### src/rtl/stb_to_utf8.sv
`timescale 1ns/1ps
// stb_to_utf8: converts a NUL-terminated UTF-16 string into at most n UTF-8 bytes over one Avalon-MM master.
// Latency: RD + READ_LATENCY + CLASS cycles per source unit, plus one cycle per byte written.
// Backpressure: done/returndata held while stall is high; start ignored while busy. STB_TO_UTF8_STRICT_EN rejects bad low surrogates.
module stb_to_utf8 #(
   parameter int READ_LATENCY = 1
) (
   input  logic        clock,
   input  logic        resetn,
   input  logic        start,
   output logic        busy,
   output logic        done,
   input  logic        stall,
   output logic [63:0] returndata,
   input  logic [63:0] buffer0,
   input  logic [63:0] str,
   input  logic [31:0] n,
   output logic [63:0] avmm_0_rw_address,
   output logic [7:0]  avmm_0_rw_byteenable,
   output logic        avmm_0_rw_read,
   input  logic [63:0] avmm_0_rw_readdata,
   output logic        avmm_0_rw_write,
   output logic [63:0] avmm_0_rw_writedata
);

   typedef enum logic [3:0] {
      S_IDLE, S_RD, S_RWAIT, S_CLASS, S_RD2, S_RWAIT2, S_WR, S_NUL, S_FAIL, S_DONE
   } state_t;

   state_t      state_q, state_d;
   logic [63:0] buf_q, buf_d;
   logic [63:0] str_q, str_d;
   logic [63:0] ret_q, ret_d;
   logic [32:0] limit_q, limit_d;
   logic [32:0] i_q, i_d;
   logic [62:0] k_q, k_d;
   logic [15:0] u_q, u_d;
   logic [31:0] pend_q, pend_d;
   logic [2:0]  cnt_q, cnt_d;
   logic [2:0]  lat_q, lat_d;
   logic [1:0]  lane_q, lane_d;
   logic        pair_q, pair_d;

   logic [62:0] rd_k;
   logic [63:0] rd_addr;
   logic [63:0] dst_addr;
   logic [15:0] rd_unit;
   logic        lat_hit;
   logic [25:0] cp;
   logic [2:0]  need;
   logic [31:0] enc;
   logic        is_hi;
   logic        is_lo;
   logic [32:0] i_need;
   logic        fits;
   logic        lo_bad;
   logic        unused_bits;

   assign rd_k        = (state_q == S_RD2) ? k_q + 63'd1 : k_q;
   assign rd_addr     = str_q + {rd_k, 1'b0};
   assign dst_addr    = buf_q + {31'd0, i_q};
   assign rd_unit     = avmm_0_rw_readdata[{lane_q, 4'b0000} +: 16];
   assign lat_hit     = (lat_q == 3'(READ_LATENCY));
   assign unused_bits = rd_addr[0];

   // Only code point bits 25:0 reach the emitted bytes, so 26-bit wrap matches 32-bit wrap.
   assign cp = (({10'd0, u_q} - 26'h0D800) << 10) + ({10'd0, rd_unit} - 26'h0DC00) + 26'h10000;

`ifdef STB_TO_UTF8_STRICT_EN
   assign lo_bad = (rd_unit < 16'hDC00) || (rd_unit > 16'hDFFF);
`else
   assign lo_bad = 1'b0;
`endif

   always_comb begin
      need  = 3'd0;
      enc   = 32'd0;
      is_hi = 1'b0;
      is_lo = 1'b0;
      if (u_q < 16'h0080) begin
         need = 3'd1;
         enc  = {u_q[7:0], 24'd0};
      end else if (u_q < 16'h0800) begin
         need = 3'd2;
         enc  = {8'hC0 + {3'b000, u_q[10:6]}, 8'h80 + {2'b00, u_q[5:0]}, 16'd0};
      end else if (u_q >= 16'hD800 && u_q < 16'hDC00) begin
         need  = 3'd4;
         is_hi = 1'b1;
      end else if (u_q >= 16'hDC00 && u_q < 16'hE000) begin
         is_lo = 1'b1;
      end else begin
         need = 3'd3;
         enc  = {8'hE0 + {4'b0000, u_q[15:12]}, 8'h80 + {2'b00, u_q[11:6]},
                 8'h80 + {2'b00, u_q[5:0]}, 8'd0};
      end
   end

   // limit reserves the terminator byte; n may be zero or negative.
   assign i_need = i_q + {30'd0, need};
   assign fits   = !($signed(i_need) > $signed(limit_q));

   always_comb begin
      state_d  = state_q;
      buf_d    = buf_q;
      str_d    = str_q;
      ret_d    = ret_q;
      limit_d  = limit_q;
      i_d      = i_q;
      k_d      = k_q;
      u_d      = u_q;
      pend_d   = pend_q;
      cnt_d    = cnt_q;
      lat_d    = lat_q;
      lane_d   = lane_q;
      pair_d   = pair_q;
      avmm_0_rw_address    = 64'd0;
      avmm_0_rw_byteenable = 8'd0;
      avmm_0_rw_read       = 1'b0;
      avmm_0_rw_write      = 1'b0;
      avmm_0_rw_writedata  = 64'd0;
      busy       = (state_q != S_IDLE);
      done       = (state_q == S_DONE);
      returndata = (state_q == S_DONE) ? ret_q : 64'd0;

      case (state_q)
         S_IDLE: begin
            if (start) begin
               buf_d   = buffer0;
               str_d   = str;
               limit_d = {n[31], n} - 33'd1;
               i_d     = 33'd0;
               k_d     = 63'd0;
               state_d = S_RD;
            end
         end
         S_RD, S_RD2: begin
            avmm_0_rw_read       = 1'b1;
            avmm_0_rw_address    = {rd_addr[63:3], 3'b000};
            avmm_0_rw_byteenable = 8'h03 << {rd_addr[2:1], 1'b0};
            lane_d  = rd_addr[2:1];
            lat_d   = 3'd1;
            state_d = (state_q == S_RD) ? S_RWAIT : S_RWAIT2;
         end
         S_RWAIT: begin
            if (lat_hit) begin
               u_d     = rd_unit;
               state_d = S_CLASS;
            end else begin
               lat_d = lat_q + 3'd1;
            end
         end
         S_CLASS: begin
            if (u_q == 16'h0000) begin
               state_d = S_NUL;
            end else if (is_lo || !fits) begin
               state_d = S_FAIL;
            end else if (is_hi) begin
               pair_d  = 1'b1;
               state_d = S_RD2;
            end else begin
               pair_d  = 1'b0;
               pend_d  = enc;
               cnt_d   = need;
               state_d = S_WR;
            end
         end
         S_RWAIT2: begin
            if (!lat_hit) begin
               lat_d = lat_q + 3'd1;
            end else if (lo_bad) begin
               state_d = S_FAIL;
            end else begin
               pend_d  = {8'hF0 + cp[25:18], 8'h80 + {2'b00, cp[17:12]},
                          8'h80 + {2'b00, cp[11:6]}, 8'h80 + {2'b00, cp[5:0]}};
               cnt_d   = 3'd4;
               k_d     = k_q + 63'd2;
               state_d = S_WR;
            end
         end
         S_WR: begin
            avmm_0_rw_write      = 1'b1;
            avmm_0_rw_address    = {dst_addr[63:3], 3'b000};
            avmm_0_rw_byteenable = 8'h01 << dst_addr[2:0];
            avmm_0_rw_writedata  = {8{pend_q[31:24]}};
            i_d    = i_q + 33'd1;
            pend_d = {pend_q[23:0], 8'd0};
            cnt_d  = cnt_q - 3'd1;
            if (cnt_q == 3'd1) begin
               state_d = S_RD;
               if (!pair_q) k_d = k_q + 63'd1;
            end
         end
         S_NUL: begin
            avmm_0_rw_write      = 1'b1;
            avmm_0_rw_address    = {dst_addr[63:3], 3'b000};
            avmm_0_rw_byteenable = 8'h01 << dst_addr[2:0];
            ret_d   = buf_q;
            state_d = S_DONE;
         end
         S_FAIL: begin
            ret_d   = 64'd0;
            state_d = S_DONE;
         end
         S_DONE: begin
            if (!stall) state_d = S_IDLE;
         end
         default: state_d = S_IDLE;
      endcase
   end

   always_ff @(posedge clock or negedge resetn) begin
      if (!resetn) begin
         state_q <= S_IDLE;
         buf_q   <= 64'd0;
         str_q   <= 64'd0;
         ret_q   <= 64'd0;
         limit_q <= 33'd0;
         i_q     <= 33'd0;
         k_q     <= 63'd0;
         u_q     <= 16'd0;
         pend_q  <= 32'd0;
         cnt_q   <= 3'd0;
         lat_q   <= 3'd0;
         lane_q  <= 2'd0;
         pair_q  <= 1'b0;
      end else begin
         state_q <= state_d;
         buf_q   <= buf_d;
         str_q   <= str_d;
         ret_q   <= ret_d;
         limit_q <= limit_d;
         i_q     <= i_d;
         k_q     <= k_d;
         u_q     <= u_d;
         pend_q  <= pend_d;
         cnt_q   <= cnt_d;
         lat_q   <= lat_d;
         lane_q  <= lane_d;
         pair_q  <= pair_d;
      end
   end

   a_no_rw_overlap: assert property (@(posedge clock) disable iff (!resetn)
      !(avmm_0_rw_read && avmm_0_rw_write));

endmodule
### config.mk
export PLATFORM = sky130hd
export DESIGN_NAME = stb_to_utf8
export DESIGN_NICKNAME = d
export VERILOG_FILES = /design/src/rtl/stb_to_utf8.sv
export SDC_FILE = /design/constraint.sdc
export NUM_CORES = 1
export LEC_CHECK = 0
export ABC_CLOCK_PERIOD_IN_PS = 9800
export BUFFER_PORTS_ARGS = -buffer_cell sky130_fd_sc_hd__buf_2
export CAP_MARGIN = 20
export CORE_MARGIN = 2
export CORE_UTILIZATION = 55
export CTS_BUF_LIST = sky130_fd_sc_hd__clkbuf_8
export CTS_CLUSTER_DIAMETER = 150
export CTS_CLUSTER_SIZE = 8
export DETAILED_ROUTE_END_ITERATION = 10
export HOLD_SLACK_MARGIN = 0.06
export PLACE_DENSITY = 0.77
export RECOVER_POWER = 25
export SLEW_MARGIN = 25
export SYNTH_ARGS = -nofsm -noshare
export SYNTH_HDL_FRONTEND = slang
export SYNTH_SLANG_ARGS = --single-unit
### constraint.sdc
create_clock -name clock -period 9.8 [get_ports clock]
set_input_delay 1.47 -clock clock [delete_from_list [all_inputs] [get_ports clock]]
set_output_delay 1.47 -clock clock [all_outputs]
set_load 0.02 [all_outputs]
; Word-level counts from Yosys, hierarchy flattened
; Index checks and enable logic that the tools add are counted.
; Widths: inputs -> output; s select.
[op_classes]
n_addsub = 21
magnitude_cmp = 7
n_eq_ne = 21
shift = 3
n_mux = 53
n_bitwise = 2
n_reduce_logical = 23
[op_table]
columns = operator, n
row1 = $mux 63, 5
row2 = $mux 32, 8
row3 = $pmux 64 s2, 2
row4 = $pmux 63 s3, 1
row5 = $mux 64, 2
row6 = $pmux 32 s3, 1
row7 = $pmux 33 s2, 1
row8 = $add 64x33->64, 1
row9 = $add 64x64->64, 1
row10 = $shiftx 64x7->16, 1
row11 = $add 63x1->63 const B, 1
row12 = $add 63x2->63 const B, 1
row13 = $add 8x6->8 const A, 5
row14 = $add 33x1->33 const B, 1
row15 = $add 33x3->33, 1
row16 = $gt 33x33->1, 1
row17 = $mux 33, 1
row18 = $sub 32x2->33 const B, 1
row19 = $ge 16x16->1 const B, 2
row20 = $lt 16x16->1 const B, 2
row21 = $pmux 4 s8, 1
row22 = $mux 4, 7
row23 = $mux 3, 9
row24 = $add 26x17->26 const B, 1
row25 = 35 further kinds, 73
[word_totals]
reg_bits = 382
inputBits = 228
out_inout_bits = 204
wordCells = 143

; Depth between registers and ports, before layout
[depth]
word_depth = 12
depth_mapped = 27
mapped_depth_nobuf = 26

; Worst setup path after synthesis
; Ideal clock, no wire load.
[synth_timing]
kind = flip-flop to output port
start = register k_q[2]
end = output port avmm_0_rw_address[60]
arrival_time_ns = 4.947
required_ns = 8.330
path_slack_ns = 3.383
path_stages_with_launch = 23
n_path_buf = 2
path_cell_list = dfrtp_1 -> ha_1 -> nand2_1 -> nor2_1 -> nand3_1 -> nor4_1 -> and4_1 -> clkbuf_1 -> nand3_1 -> nor3_1 -> nand2_1 -> xnor2_1 -> ha_1 -> clkbuf_1 -> a21o_1 -> a21oi_1 -> o21ai_1 -> a31oi_1 -> o21a_1 -> o31ai_1 -> a221oi_1 -> mux2_1 -> o221ai_1
[synth_between]
elab_chain_cells = 4
[synth_rtl]
columns = item, line
row1 = "start, declared", 36  ; logic [62:0] k_q, k_d;
row2 = "start signal, assigned", 233  ; k_q <= k_d;
row3 = $add 63x1->63, 59  ; assign rd_k = (state_q == S_RD2) ? k_q + 63'd1 : k_q;
row4 = $mux 63 *, 59
row5 = $add 64x64->64 *, 60  ; assign rd_addr = str_q + {rd_k, 1'b0};
row6 = $pmux 64 s2 *, 125  ; case (state_q)
row7 = "end, declared", 18  ; output logic [63:0] avmm_0_rw_address,
; Every way passes the cells marked *; elsewhere a longest branch is shown, timed or not.

; Worst setup path in the final report
[layout_timing]
start = register k_q[18]
end = output port avmm_0_rw_address[59]
; Same word-level chain as after synthesis.

==> tab_implementation.tex <==
\begin{tabular}{lr}
\hline
Metric & Value \\
\hline
\multicolumn{2}{l}{\textbf{Clocking}} \\
Clock-pin slew on the worst setup and hold paths & 70 ps \\
Hold bufs inserted after CTS & 0 \\
Root Buffer & sky130\_fd\_sc\_hd\_\_clkbuf\_8 \\
Clock Latency Late Sink & about 660 ps \\
Buffers inserted by post-CTS timing repair & 0 \\
Level count of the clock H-tree & 2 \\
Num Clock Sinks & about 380 \\
Number of clock buffers inserted by TritonCTS & 53 \\
CTS tree & built \\
Post-CTS resize count & 0 \\
Max clock buf depth & 3 \\
\multicolumn{2}{l}{\textbf{Timing}} \\
Part of the cycle the worst path needs & 0.850 \\
Worst hold slack & roughly 480 ps \\
Number of slew-limit violations in the final report & about 250 \\
Final clock skew & 28.2 ps \\
Final count of hold timing violations & 0 \\
Final TNS setup & 0 ps \\
Actual slew at the worst max-slew pin & 6430 ps \\
Tmin final & 8330 ps \\
Maximum achievable frequency & 0.120 GHz \\
Worst-case headroom to the max-slew limit & -3.29 \\
\# setup viols final & 0 \\
Unrepaired setup endpoints after global routing & no \\
\multicolumn{2}{l}{\textbf{Yosys}} \\
Seq/Total Area, Yosys & 0.332 \\
Warnings, synthesis & 0 \\
Count of unique library cells instantiated by Yosys & 81 \\
Most used standard cells in the synthesized netlist & 677 x sky130\_fd\_sc\_hd\_\_nand2\_1, 378 x sky130\_fd\_sc\_hd\_\_dfrtp\_1, 260 x sky130\_fd\_sc\_hd\_\_a21oi\_1, 239 x sky130\_fd\_sc\_hd\_\_nor2\_1, 171 x sky130\_fd\_sc\_hd\_\_ha\_1 \\
Area of the mapped netlist & 28500 sq um \\
Count leader, synth & sky130\_fd\_sc\_hd\_\_nand2\_1 \\
Share of Yosys cell area claimed by the top area cell type & 0.332 \\
Top FF cell, synth & sky130\_fd\_sc\_hd\_\_dfrtp\_1 \\
Syn Area/Cell & 8.03 sq um \\
Fraction of synthesis flops using an asynchronous set or reset pin & 1.00 \\
Count of state elements after synthesis & 378 \\
Most area-consuming cells after synthesis & sky130\_fd\_sc\_hd\_\_dfrtp\_1 33\%, sky130\_fd\_sc\_hd\_\_nand2\_1 8.9\%, sky130\_fd\_sc\_hd\_\_ha\_1 7.5\% \\
Post-synth EDFFs & 0 \\
Cells after Synth & 3543 \\
Cell type with the highest aggregate area in the netlist & sky130\_fd\_sc\_hd\_\_dfrtp\_1 \\
\multicolumn{2}{l}{\textbf{Finish}} \\
Post-layout net count & 4204 \\
Area delta synth->final & 9.99\% \\
Post-route cell area & 31300 sq um \\
Fraction of final layout cells with drive strength greater than 1 & 0.148 \\
\multicolumn{2}{l}{\textbf{Pwr}} \\
Power per cell area & 271 nW/um\^{}2 \\
IR Drop Worst-Case VDD & 214 uV \\
Leakage Power & 15.0 nW \\
Switching power & roughly 4.1 mW \\
Clk network pwr share & 0.126 \\
Internal portion of total power & 4.33 mW \\
Share of power burned in registers & 0.312 \\
Switching share of power & 0.489 \\
Part of the power in combinational logic & 0.562 \\
\multicolumn{2}{l}{\textbf{Floorplan}} \\
IO Pins & 432 \\
Floorplan die height & 231 um \\
Initial cell density of the core & 0.556 \\
Area enclosed by the die boundary & 53600 sq um \\
Standard-cell rows & 83 \\
Core outline area & 51200 sq um \\
Die W & 231 um \\
\multicolumn{2}{l}{\textbf{Placed design}} \\
Final Wtd Congestion & 0.942 \\
Placed instance area & 30600 sq um \\
Hpwl dp & 69100 um \\
Buffers on Ports & 427 \\
\multicolumn{2}{l}{\textbf{Detailed routing}} \\
1st-pass router iterations & 7 \\
Final antenna-violating net count & 0 \\
DRT Wirelength & 91700 um \\
Ratio of routed vias to standard cells & 6.19 \\
Routed len/inst & 20.5 um \\
DRC marker count from the first detailed-route iteration & 3291 \\
Drt drc & 0 \\
Via Count & between 20k and 30k \\
\multicolumn{2}{l}{\textbf{Worst setup path}} \\
CP Buf/Inv Count & 1 \\
Worst path cell trace & nand4\_1, nor3\_1, nand2\_1, nor3\_1, nand3\_1, xnor2\_1, ha\_1, and3\_1, a221o\_1, a221o\_1, a31oi\_2, o21ai\_1, a311oi\_1, xor2\_1, o22ai\_1, buf\_2 \\
Largest fanout of any net on the critical path & 9 \\
Required time of the worst setup path & 8330 ps \\
Worst setup SP type & register \\
Delay contributed by the slowest stage of the critical path & 720 ps \\
Critical Setup Path Class & register to primary output \\
Cell with the largest stage delay on the worst path & sky130\_fd\_sc\_hd\_\_nor3\_1 \\
CP Data Arrival Time & 6860 ps \\
Critical Path Sink Type & primary output \\
Kind of cell adding the most delay to the critical path & simple AND/OR/NAND/NOR gates \\
\multicolumn{2}{l}{\textbf{GRT}} \\
Peak-usage layer in the global routing report & met2 \\
Via count of the first global-routing pass & approximately 25k \\
Met2 track utilization from global routing & 0.509 \\
Maximum number of pins on one net before global-route repair & 148 \\
Global-route congestion overflow total & 0 \\
Global-route track usage on met3 & 0.0491 \\
Aggregate global-route resource usage & 0.333 \\
Antenna violations before repair & 1 \\
Global routing usage on met1 & 0.481 \\
Global-route wire length before repair & approximately 140000 um \\
\multicolumn{2}{l}{\textbf{Outcome}} \\
Result of the run & finished with violations \\
Failing checks & capacitance limit, slew limit \\
\multicolumn{2}{l}{\textbf{Min path}} \\
Kind of path behind the tightest hold check & register to register \\
\multicolumn{2}{l}{\textbf{Run}} \\
Max-cap violation count & 3 \\
\hline
\end{tabular}
==> kinds of logic (layout without fill, tap and decap cells) <==
kind of cell,Yosys count,in the layout,share of synthesized area
fa+ha+maj,175,175,0.0780
compound gates,896,896,0.202
xor+xnor,267,267,0.0822
flops,378,378,0.332
mux,39,39,0.0215
other cells,1,4,0.000132
simple gates,1424,1424,0.227
buf+inv,363,618,0.0562
==> path summary, 6_finish.rpt <==
check                      depth (start not counted)                    end   startpoint  slack, ps
min reg2reg                                        2            limit_q[19]  limit_q[19]        480
max                                               16  avmm_0_rw_address[59]      k_q[18]       1470
min                                                2            limit_q[19]  limit_q[19]        480
min in group asynchronous                          1                k_q[55]       resetn       3230
max in group asynchronous                          2              ret_q[30]       resetn       2070
max reg2reg                                       25             pend_q[20]       u_q[1]       2710
==> cell type report <==
type,instances,area (sq um)
clock buffer,53,729
tap,680,851
inverter,110,413
sequential,378,9460
clock inverter,1,8.76
antenna,1,2.50
fill,4593,19900
multi-input combinational,2804,17500
timing repair buffer,454,2340
==> sequential cells by signal (all words and copies together) (netlist names) <==
register	cells
state_q	4
i_q	33
lane_q	2
k_q	63
pair_q	1
cnt_q	3
ret_q	64
buf_q	64
lat_q	3
str_q	63
limit_q	33
u_q	16
pend_q	29
==> layout by cell type (no fill, tap or decap), types with 44 or more instances in the layout <==
cell / instances
sky130_fd_sc_hd__buf_2: 426
sky130_fd_sc_hd__ha_1: 171
sky130_fd_sc_hd__and2_1: 86
sky130_fd_sc_hd__a21oi_1: 260
sky130_fd_sc_hd__nor2_1: 236
sky130_fd_sc_hd__o21ai_0: 137
sky130_fd_sc_hd__xnor2_1: 157
sky130_fd_sc_hd__and3_1: 44
sky130_fd_sc_hd__inv_1: 109
sky130_fd_sc_hd__clkbuf_8: 53
sky130_fd_sc_hd__a21o_1: 55
sky130_fd_sc_hd__nand4_1: 65
sky130_fd_sc_hd__a22o_1: 67
sky130_fd_sc_hd__nand2_1: 675
sky130_fd_sc_hd__o22ai_1: 70
sky130_fd_sc_hd__nor3_1: 63
sky130_fd_sc_hd__dfrtp_1: 377
sky130_fd_sc_hd__o21ai_1: 60
sky130_fd_sc_hd__nand3_1: 118
sky130_fd_sc_hd__xor2_1: 110
==> power by group through the flow <==
stage               logic [mW]  registers (mW)  clock network (mW)
floorplan                 3.51            2.38                   0
global placement          4.57            2.62                   0
detailed placement        4.67            2.64                   0
CTS                       4.69            2.62                1.09
global route              5.23            2.70                1.14
finish                    4.76            2.64                1.07
==> layer usage <==
metal  wire length (um)  part of all wire  vias up
met4               3150             0.034        0
li1                   -                 -    13009
met3               8790             0.096      191
met5                  0                 0        -
met2              40300              0.44     1410
met1              39500              0.43    13119
==> tightest hold or removal path: stages, from the launching register on <==
cell and delay [ps]:
sky130_fd_sc_hd__dfrtp_1 340, sky130_fd_sc_hd__nand2_1 40, sky130_fd_sc_hd__o21ai_0 60
==> metrics by stage <==
stage / utilization / power [mW] / setup WS [ps] / std cells
4_1_cts: 0.611 / 8.40 / 1630 / 4479
3_5_place_dp: 0.597 / 7.31 / 2320 / 4425
5_1_grt: 0.611 / 9.06 / 713 / 4480
2_1_floorplan: - / 5.89 / 3380 / 3545
3_3_place_gp: 0.597 / 7.20 / 2340 / 4425
6_report: 0.611 / 8.47 / 1470 / 4481
Note: power is estimated with default switching activity, not from simulation.
